$ cat src/rtl/gps_track_pkg.sv
// Shared definitions for the GPS tracking/search blocks: code geometry,
// default datapath widths and the search controller state encoding.
package gps_track_pkg;

  localparam int SAMPLES_PER_CHIP = 16;
  localparam int CHIPS_PER_CODE   = 1023;
  localparam int SHIFT_MAX_DEF    = SAMPLES_PER_CHIP * CHIPS_PER_CODE - 1;

  localparam int SHIFT_W_DEF = 15;
  localparam int ACC_W_DEF   = 19;

  typedef enum logic [2:0] {
    ST_IDLE,
    ST_SEEK,
    ST_DISCARD,
    ST_MEASURE,
    ST_NEXT,
    ST_DONE
  } search_state_t;

endpackage

$ cat src/rtl/acc_magnitude.sv
// Absolute value of a signed correlator accumulation, one bit narrower than
// the input; the most-negative code saturates to all-ones.
module acc_magnitude
  import gps_track_pkg::*;
#(
  parameter int ACC_W = ACC_W_DEF
) (
  input  logic [ACC_W-1:0] accumulator,
  output logic [ACC_W-2:0] mag
);

  logic [ACC_W-2:0] low;
  logic [ACC_W-2:0] neg_low;

  // For a negative input x = -2^(W-1) + low, |x| is the two's complement of low.
  always_comb begin
    low     = accumulator[ACC_W-2:0];
    neg_low = ~low + 1'b1;
    mag     = low;
    if (accumulator[ACC_W-1]) begin
      mag = (low == '0) ? '1 : neg_low;
    end
  end

endmodule

$ cat src/rtl/code_search_ctrl.sv
// Sequential code-phase search: steps the subchannel across code shifts,
// keeps the strongest correlation and reports it with a detection flag.
//
// state   | meaning
// IDLE    | waiting for start, outputs cleared
// SEEK    | seek_en high, waiting for code_shift to reach cand
// DISCARD | dropping partial integrations after the seek
// MEASURE | next accumulation is scored against the best so far
// NEXT    | advance cand by STEP or finish the sweep
// DONE    | results held, start restarts
module code_search_ctrl
  import gps_track_pkg::*;
#(
  parameter int SHIFT_W      = SHIFT_W_DEF,
  parameter int ACC_W        = ACC_W_DEF,
  parameter int SHIFT_MAX    = SHIFT_MAX_DEF,
  parameter int STEP         = 8,
  parameter int SETTLE_DUMPS = 1,
  parameter int SEEK_TIMEOUT = 65535
) (
  input  logic               clk,
  input  logic               reset,
  input  logic               start,
  input  logic               abort,
  input  logic [ACC_W-2:0]   threshold,
  input  logic [SHIFT_W-1:0] code_shift,
  input  logic               acc_valid,
  input  logic [ACC_W-1:0]   accumulator,
  output logic               seek_en,
  output logic [SHIFT_W-1:0] seek_target,
  output logic               busy,
  output logic               done,
  output logic               error,
  output logic               detected,
  output logic [SHIFT_W-1:0] best_shift,
  output logic [ACC_W-2:0]   best_mag
);

  localparam int TMO_W = $clog2(SEEK_TIMEOUT + 1);
  localparam int DMP_W = $clog2(SETTLE_DUMPS + 2);
  localparam logic [SHIFT_W:0]  SHIFT_LAST = (SHIFT_W + 1)'(SHIFT_MAX);
  localparam logic [SHIFT_W:0]  STEP_INC   = (SHIFT_W + 1)'(STEP);
  localparam logic [TMO_W-1:0]  TMO_LOAD   = TMO_W'(SEEK_TIMEOUT);
  localparam logic [DMP_W-1:0]  DMP_LOAD   = DMP_W'(SETTLE_DUMPS);

  search_state_t      state;
  logic [SHIFT_W-1:0] cand;
  logic [TMO_W-1:0]   tmo_cnt;
  logic [DMP_W-1:0]   dmp_cnt;
  logic [ACC_W-2:0]   mag;
  logic [SHIFT_W:0]   nxt;

  acc_magnitude #(.ACC_W(ACC_W)) u_mag (
    .accumulator(accumulator),
    .mag        (mag)
  );

  // One extra bit so the last step past SHIFT_MAX cannot wrap back to 0.
  assign nxt = {1'b0, cand} + STEP_INC;

  always_ff @(posedge clk) begin
    if (reset || abort) begin
      state       <= ST_IDLE;
      cand        <= '0;
      tmo_cnt     <= '0;
      dmp_cnt     <= '0;
      seek_en     <= 1'b0;
      seek_target <= '0;
      busy        <= 1'b0;
      done        <= 1'b0;
      error       <= 1'b0;
      detected    <= 1'b0;
      best_shift  <= '0;
      best_mag    <= '0;
    end else begin
      case (state)
        ST_IDLE, ST_DONE: begin
          if (start) begin
            state       <= ST_SEEK;
            cand        <= '0;
            tmo_cnt     <= TMO_LOAD;
            seek_en     <= 1'b1;
            seek_target <= '0;
            busy        <= 1'b1;
            done        <= 1'b0;
            error       <= 1'b0;
            detected    <= 1'b0;
            best_shift  <= '0;
            best_mag    <= '0;
          end
        end
        ST_SEEK: begin
          if (code_shift == cand) begin
            seek_en <= 1'b0;
            tmo_cnt <= '0;
            dmp_cnt <= DMP_LOAD;
            state   <= (SETTLE_DUMPS == 0) ? ST_MEASURE : ST_DISCARD;
          end else if (tmo_cnt == '0) begin
            seek_en  <= 1'b0;
            busy     <= 1'b0;
            done     <= 1'b1;
            error    <= 1'b1;
            detected <= (best_mag >= threshold);
            state    <= ST_DONE;
          end else begin
            tmo_cnt <= tmo_cnt - 1'b1;
          end
        end
        ST_DISCARD: begin
          if (acc_valid) begin
            dmp_cnt <= dmp_cnt - 1'b1;
            if (dmp_cnt == DMP_W'(1)) state <= ST_MEASURE;
          end
        end
        ST_MEASURE: begin
          if (acc_valid) begin
            if (mag > best_mag) begin
              best_mag   <= mag;
              best_shift <= cand;
            end
            state <= ST_NEXT;
          end
        end
        ST_NEXT: begin
          if (nxt > SHIFT_LAST) begin
            busy     <= 1'b0;
            done     <= 1'b1;
            detected <= (best_mag >= threshold);
            state    <= ST_DONE;
          end else begin
            cand        <= nxt[SHIFT_W-1:0];
            seek_target <= nxt[SHIFT_W-1:0];
            seek_en     <= 1'b1;
            tmo_cnt     <= TMO_LOAD;
            state       <= ST_SEEK;
          end
        end
        default: state <= ST_IDLE;
      endcase
    end
  end

endmodule

$ cat config.mk
export PLATFORM = sky130hd
export DESIGN_NAME = code_search_ctrl
export DESIGN_NICKNAME = d
export VERILOG_FILES = /design/src/rtl/gps_track_pkg.sv /design/src/rtl/acc_magnitude.sv /design/src/rtl/code_search_ctrl.sv
export SDC_FILE = /design/constraint.sdc
export NUM_CORES = 1
export LEC_CHECK = 0
export CORE_ASPECT_RATIO = 1.25
export CORE_MARGIN = 10
export CORE_UTILIZATION = 50
export DETAILED_ROUTE_END_ITERATION = 6
export PLACE_DENSITY = 0.79
export SLEW_MARGIN = 20
export SYNTH_ARGS = -nofsm -noshare
export SYNTH_HDL_FRONTEND = slang
export SYNTH_SLANG_ARGS = --single-unit
$ cat constraint.sdc
create_clock -name clk -period 12.2 [get_ports clk]
set_input_delay 2.44 -clock clk [delete_from_list [all_inputs] [get_ports clk]]
set_output_delay 2.44 -clock clk [all_outputs]
set_load 0.05 [all_outputs]
After elaboration in Yosys (flattened, before gate mapping):

Cells that the tools add are included.

* bits in registers: 74
* latch bits: 0
* RAM bits: 0
* memory bits (read-only): 0
* bits of input ports: 57
* output and inout port bits: 53
* logic and storage cells: 102
* memories kept: 0

* $add $sub $neg: 4
* multipliers: 0
* div/mod/pow operators: 0
* magnitude comparators: 3
* equal/unequal tests: 19
* shifts and indexed selects: 0
* mux-type cells: 46
* bitwise gates (word level): 1
* reductions and logical operators: 18

Operator list (number)
* $mux W18: 5
* $mux W16: 4
* $mux W15: 4
* $pmux W15 S2: 2
* $pmux W16 S3: 1
* $pmux W18 S2: 1
* $mux W3: 7
* $ne A2 B2 Y1 const B: 10
* $add A18 B1 Y18 const B: 1
* $ge A18 B18 Y1: 1
* $gt A18 B18 Y1: 1
* $logic_not A18 Y1: 1
* $not A18 Y18: 1
* $add A15 B4 Y16 const B: 1
* $gt A16 B14 Y1 const B: 1
* $logic_not A16 Y1: 1
* $reduce_and A4 Y1: 4
* $sub A16 B1 Y16 const B: 1
* $eq A15 B15 Y1: 1
* $pmux W3 S5: 1
* $mux W1: 13
* $pmux W1 S3: 4
* $reduce_and A5 Y1: 2
* $reduce_bool A2 Y1: 4
* 14 further kinds: 19

Logic depth before layout (Yosys ltp):

* depth in word-level cells: 8
* depth in mapped cells: 17
* depth with buffers taken out: 15

Cells and area by module:

Synthesis repeated with hierarchy kept, for this count alone.

* cells, all modules: 671
* area, all modules: 5026.1 sq um

Modules (own cells, without submodules)
* code_search_ctrl: instances 1, cells each 592, area each 4531.8 sq um, sequential area each 1381.3 sq um
* acc_magnitude: instances 1, cells each 79, area each 494.2 sq um, sequential area each 0.0 sq um

Least setup slack after synthesis:

OpenSTA, ideal clock, no wires.

* kind: input-to-reg
* from: in accumulator[10]
* to: reg best_mag[15]
* setup time: 0.114 ns
* data arrival time: 5.693 ns
* data required time: 12.086 ns
* path slack: 6.393 ns
* stages: 16
* path buffers: 3
* path through: or3_1 > or3_1 > buf_6 > nor4_4 > buf_6 > o21ai_2 > o21ai_1 > ha_1 > a21o_1 > a21o_1 > a221oi_1 > o221ai_1 > o221ai_1 > clkbuf_1 > nand3b_1 > nand2_1

* word-level cells in the longest chain between the ends: 7
* elaborated cells on any way between the ends: 11
* those cells by class: 1 x add/sub; 1 x order compare; 1 x eq/ne; 5 x mux; 1 x bitwise; 2 x reduce/logical

RTL lines
* from (decl): line code_search_ctrl.sv:28 `input logic [ACC_W-1:0] accumulator,`
* $not A18 Y18: line acc_magnitude.sv:18 `neg_low = ~low + 1'b1;`
* $add A18 B1 Y18: line acc_magnitude.sv:18
* $mux W18: line acc_magnitude.sv:21 `mag = (low == '0) ? '1 : neg_low;`
* $mux W18 (*): line acc_magnitude.sv:20 `if (accumulator[ACC_W-1]) begin`
* $gt A18 B18 Y1 / $mux W18 (equally long branches): line code_search_ctrl.sv:117 `if (mag > best_mag) begin`
* $ne A2 B2 Y1 (no source line) / $mux W18 (equally long branches)
* $reduce_and A4 Y1 (no source line) / $pmux W18 S2 (equally long branches)
* to (signal assigned): line code_search_ctrl.sv:118 `best_mag <= mag;`
* to (decl): line code_search_ctrl.sv:36 `output logic [ACC_W-2:0] best_mag`

Mark *: on every way between the ends. The rest lies on a longest branch, timed or not. The select of a mux whose other input is x is not followed.
A chain may end at the register's enable or synchronous reset.

Final worst setup path:

* from: in accumulator[0]
* to: reg best_shift[14]

* word-level cells in the longest chain between the ends: 7
* elaborated cells on any way between the ends: 8
* those cells by class: 1 x add/sub; 1 x order compare; 1 x eq/ne; 2 x mux; 1 x bitwise; 2 x reduce/logical

RTL lines
* $not A18 Y18: line acc_magnitude.sv:18
* $add A18 B1 Y18: line acc_magnitude.sv:18
* $mux W18: line acc_magnitude.sv:21
* $mux W18 (*): line acc_magnitude.sv:20
* $gt A18 B18 Y1 (*): line code_search_ctrl.sv:117
* $ne A2 B2 Y1 (no source line) (*)
* $reduce_and A4 Y1 (no source line) (*)
* to (signal assigned): line code_search_ctrl.sv:119 `best_shift <= cand;`
* to (decl): line code_search_ctrl.sv:35 `output logic [SHIFT_W-1:0] best_shift,`

Mark *: on every way between the ends. The rest lies on a longest branch, timed or not.

==> reports/summary.json <==
{
  "synth-seq-area-share": {"value": 27.3, "unit": "%"},
  "status": {"value": "complete, no violations"},
  "insertion_delay": {"value": 0.34, "unit": "ns"},
  "critical-path-slowest-cell": {"value": "sky130_fd_sc_hd__nor4_4"},
  "io_pins": {"value": 110},
  "synthesis.area": {"value": 4980, "unit": "um^2"},
  "startpoint_type": {"value": "input port"},
  "crit_path_required_time": {"value": 12.44, "unit": "ns"},
  "numCtsBuffers": {"value": 9},
  "diodes": {"value": 0},
  "drt-total-wl": {"value": 14400, "unit": "um"},
  "layout_common_cells": {"value": "sky130_fd_sc_hd__clkdlybuf4s50_1 (103), sky130_fd_sc_hd__dfxtp_1 (68), sky130_fd_sc_hd__nand2_1 (59)"},
  "synth.lib_cells_used.distinct": {"value": 68},
  "antenna_violations_before_repair": {"value": 0},
  "finalMaxSlewViolations": {"value": 0},
  "initial_utilization": {"value": 51.6, "unit": "%"},
  "fin_skew": {"value": 0.00758, "unit": "ns"},
  "dpl.hpwl": {"value": 10900, "unit": "um"},
  "chipWidth": {"value": 109, "unit": "um"},
  "end_kind": {"value": "flip-flop"},
  "drt.antenna.violating_nets": {"value": 0},
  "synthTopCellsByArea": {"value": "sky130_fd_sc_hd__dfxtp_1 (27%), sky130_fd_sc_hd__ha_1 (10%), sky130_fd_sc_hd__nand3_1 (4.6%)"},
  "placementRows": {"value": 40},
  "htreeDepth": {"value": 3},
  "power-per-cell-area": {"value": 92.7, "unit": "nW/um^2"},
  "grt_setup_unrepaired": {"value": "no"},
  "slew_headroom": {"value": 28.1, "unit": "%"},
  "clock-sinks": {"value": 68},
  "design.final.nets": {"value": 825},
  "ys_warn_count": {"value": 0},
  "cts_tree": {"value": "built"},
  "fin_ws": {"value": 4.90, "unit": "ns"},
  "route.detailed.drc": {"value": 0},
  "ys_flop_type": {"value": "sky130_fd_sc_hd__dfxtp_1"},
  "path_type_of_the_worst_min_delay_path": {"value": "reg2reg"},
  "place_congestion": {"value": 0.861},
  "routed-via-count": {"value": 5122},
  "flops_latches_synth": {"value": 68},
  "drive_above_1_share": {"value": 5.87, "unit": "%"},
  "maxCapViolations": {"value": 0},
  "worst-slew-pin-transition": {"value": 1.07, "unit": "ns"},
  "track_usage": {"value": 19.7, "unit": "%"},
  "clock_tree.root_cell": {"value": "sky130_fd_sc_hd__clkbuf_16"},
  "areaGrowthSynthToFinish": {"value": 26.5, "unit": "%"},
  "setup_viol": {"value": 0},
  "cts_resized": {"value": 0},
  "post_cts.repair.setup_buffers": {"value": 0},
  "die_h": {"value": 132, "unit": "um"},
  "max-vdd-ir-drop": {"value": 0.0000715, "unit": "V"},
  "critPathMaxStageDelay": {"value": 0.98, "unit": "ns"},
  "synth_area_per_cell": {"value": 7.63, "unit": "um^2"},
  "worstSetupPathType": {"value": "in2reg"},
  "dp_worst_setup_slack": {"value": 4.59, "unit": "ns"},
  "synth_edf_count": {"value": 0},
  "numPortBuffers": {"value": 103},
  "post_drt_wl_per_cell": {"value": 16.8, "unit": "um"},
  "worstPathMaxFanout": {"value": 36},
  "grt.overflow.total": {"value": 0},
  "worst-endpoint-arrival": {"value": 7.53, "unit": "ns"},
  "ctsLongestPathBuffers": {"value": 2},
  "maxClockFrequency": {"value": 137, "unit": "MHz"},
  "core_region_area": {"value": 9660, "unit": "um^2"},
  "grt_pass1_wl": {"value": 23600, "unit": "um"},
  "avgViaCountPerCell": {"value": 5.96},
  "cts_hold_repair.buffers": {"value": 0},
  "layout.cells.most_common": {"value": "sky130_fd_sc_hd__clkdlybuf4s50_1"},
  "first_global_vias": {"value": 4865},
  "synthArstFlopShare": {"value": 0, "unit": "%"},
  "clk_pin_slew": {"value": 0.05, "unit": "ns"},
  "number_of_instances_in_the_synthesized_netlist": {"value": 653},
  "synthDominantAreaCellType": {"value": "sky130_fd_sc_hd__dfxtp_1"},
  "dr.first_iter.drc_count": {"value": 318},
  "finalHoldViolCount": {"value": 0},
  "die_area": {"value": 14400, "unit": "um^2"},
  "leakagePower": {"value": 2.36, "unit": "nW"},
  "layout_worst_path_cycle_share": {"value": 59.8, "unit": "%"},
  "tns_setup": {"value": 0, "unit": "ns"},
  "drtPass1Iterations": {"value": 5},
  "final.min_clock_period": {"value": 7.30, "unit": "ns"},
  "crit_path_cell_trace": {"value": "clkdlybuf4s50_1 > inv_1 > ha_1 > nor3b_1 > nand3_1 > nor4_4 > o21ai_1 > o21ai_2 > ha_1 > nand4_1 > nor3_1 > a41oi_1 > o221ai_4 > buf_4 > nand3_1 > o31ai_1"},
  "synth_top_cell_area_share": {"value": 27.3, "unit": "%"},
  "design_power_total": {"value": 0.584, "unit": "mW"},
  "maximum_number_of_pins_on_one_net_before_global_route_repair": {"value": 60}
}
==> path summary, 6_finish.rpt <==
| path | end | start | cells past startpoint | slack [ns] |
|---|---|---|---|---|
| hold reg to reg | best_shift[11]$_SDFFE_PP0P_ | best_shift[11]$_SDFFE_PP0P_ | 2 | 0.47 |
| setup reg to reg | detected$_SDFFE_PP0P_ | cand[3]$_SDFFE_PP0P_ | 8 | 9.10 |
| setup / recovery | best_shift[14]$_SDFFE_PP0P_ | accumulator[0] | 16 | 4.90 |
| hold / removal | best_shift[11]$_SDFFE_PP0P_ | best_shift[11]$_SDFFE_PP0P_ | 2 | 0.47 |
==> critical path: cells and delay by family <==
| family | cells | cell delay, ns |
|---|---|---|
| compound gates | 5 | 1.31 |
| fa+ha+maj | 2 | 0.36 |
| simple gates | 6 | 2.37 |
| buf+inv | 3 | 1.03 |
==> state kept, by name, indices dropped and copies added (netlist names) <==
signal,cells
best_mag,18
dmp_cnt,2
busy,1
state,3
cand,12
error,1
tmo_cnt,16
detected,1
seek_en,1
best_shift,12
done,1
==> cells in the mapped netlist, drive strengths merged (7+ instances only) <==
master	instances
a21oi	33
nand3	46
or3	7
o31ai	22
clkbuf	26
ha	40
xnor2	12
xor2	10
o21ai	69
nand2	59
and3	8
nor3	19
nor4	9
o41ai	9
a21o	10
nand4	12
nor2	36
buf	21
dfxtp	68
inv	52
==> metal layers <==
metal / share of wire (%) / GRT usage (%) / wire length [um] / vias to the layer above
li1: - / - / - / 2522
met1: 42 / 24.1 / 6010 / 2380
met2: 49 / 31.9 / 6990 / 190
met3: 7.7 / 5.87 / 1110 / 30
met4: 2.1 / 6.38 / 302 / 0
met5: 0 / 0 / 0 / -
==> where the power goes <==
part | switching, mW | internal, mW
sequential | 0.00538 | 0.227
clock | 0.0961 | 0.148
combinational | 0.0613 | 0.0465
total | 0.163 | 0.422
==> per-stage QoR <==
step	cell area, um^2	util [%]	hold WS [ns]	instances
after floorplan	5000	-	0.445	658
after global placement	6020	62.3	0.457	843
after detailed placement	6020	62.3	0.462	843
after CTS	6310	65.3	0.469	859
after global routing	6310	65.3	0.492	859
final	6310	65.3	0.467	859
==> final cells by class <==
| cell class | count | area [um^2] |
|---|---|---|
| Sequential cell | 68 | 1360 |
| Timing Repair Buffer | 106 | 1050 |
| Clock inverter | 5 | 36.3 |
| Clock buffer | 11 | 253 |
| Tap cell | 126 | 158 |
| Fill cell | 823 | 3350 |
| Multi-Input combinational cell | 491 | 3250 |
| Inverter | 52 | 195 |
==> cell families after synthesis <==
group	after synthesis	synth area share [%]
flops	68	27.3
compound gates	193	26.7
buf+inv	99	8.49
xor+xnor	22	3.87
other cells	1	0.0752
fa+ha+maj	40	10.0
simple gates	229	23.3
mux	1	0.201
(Power assumes the default switching activity.)
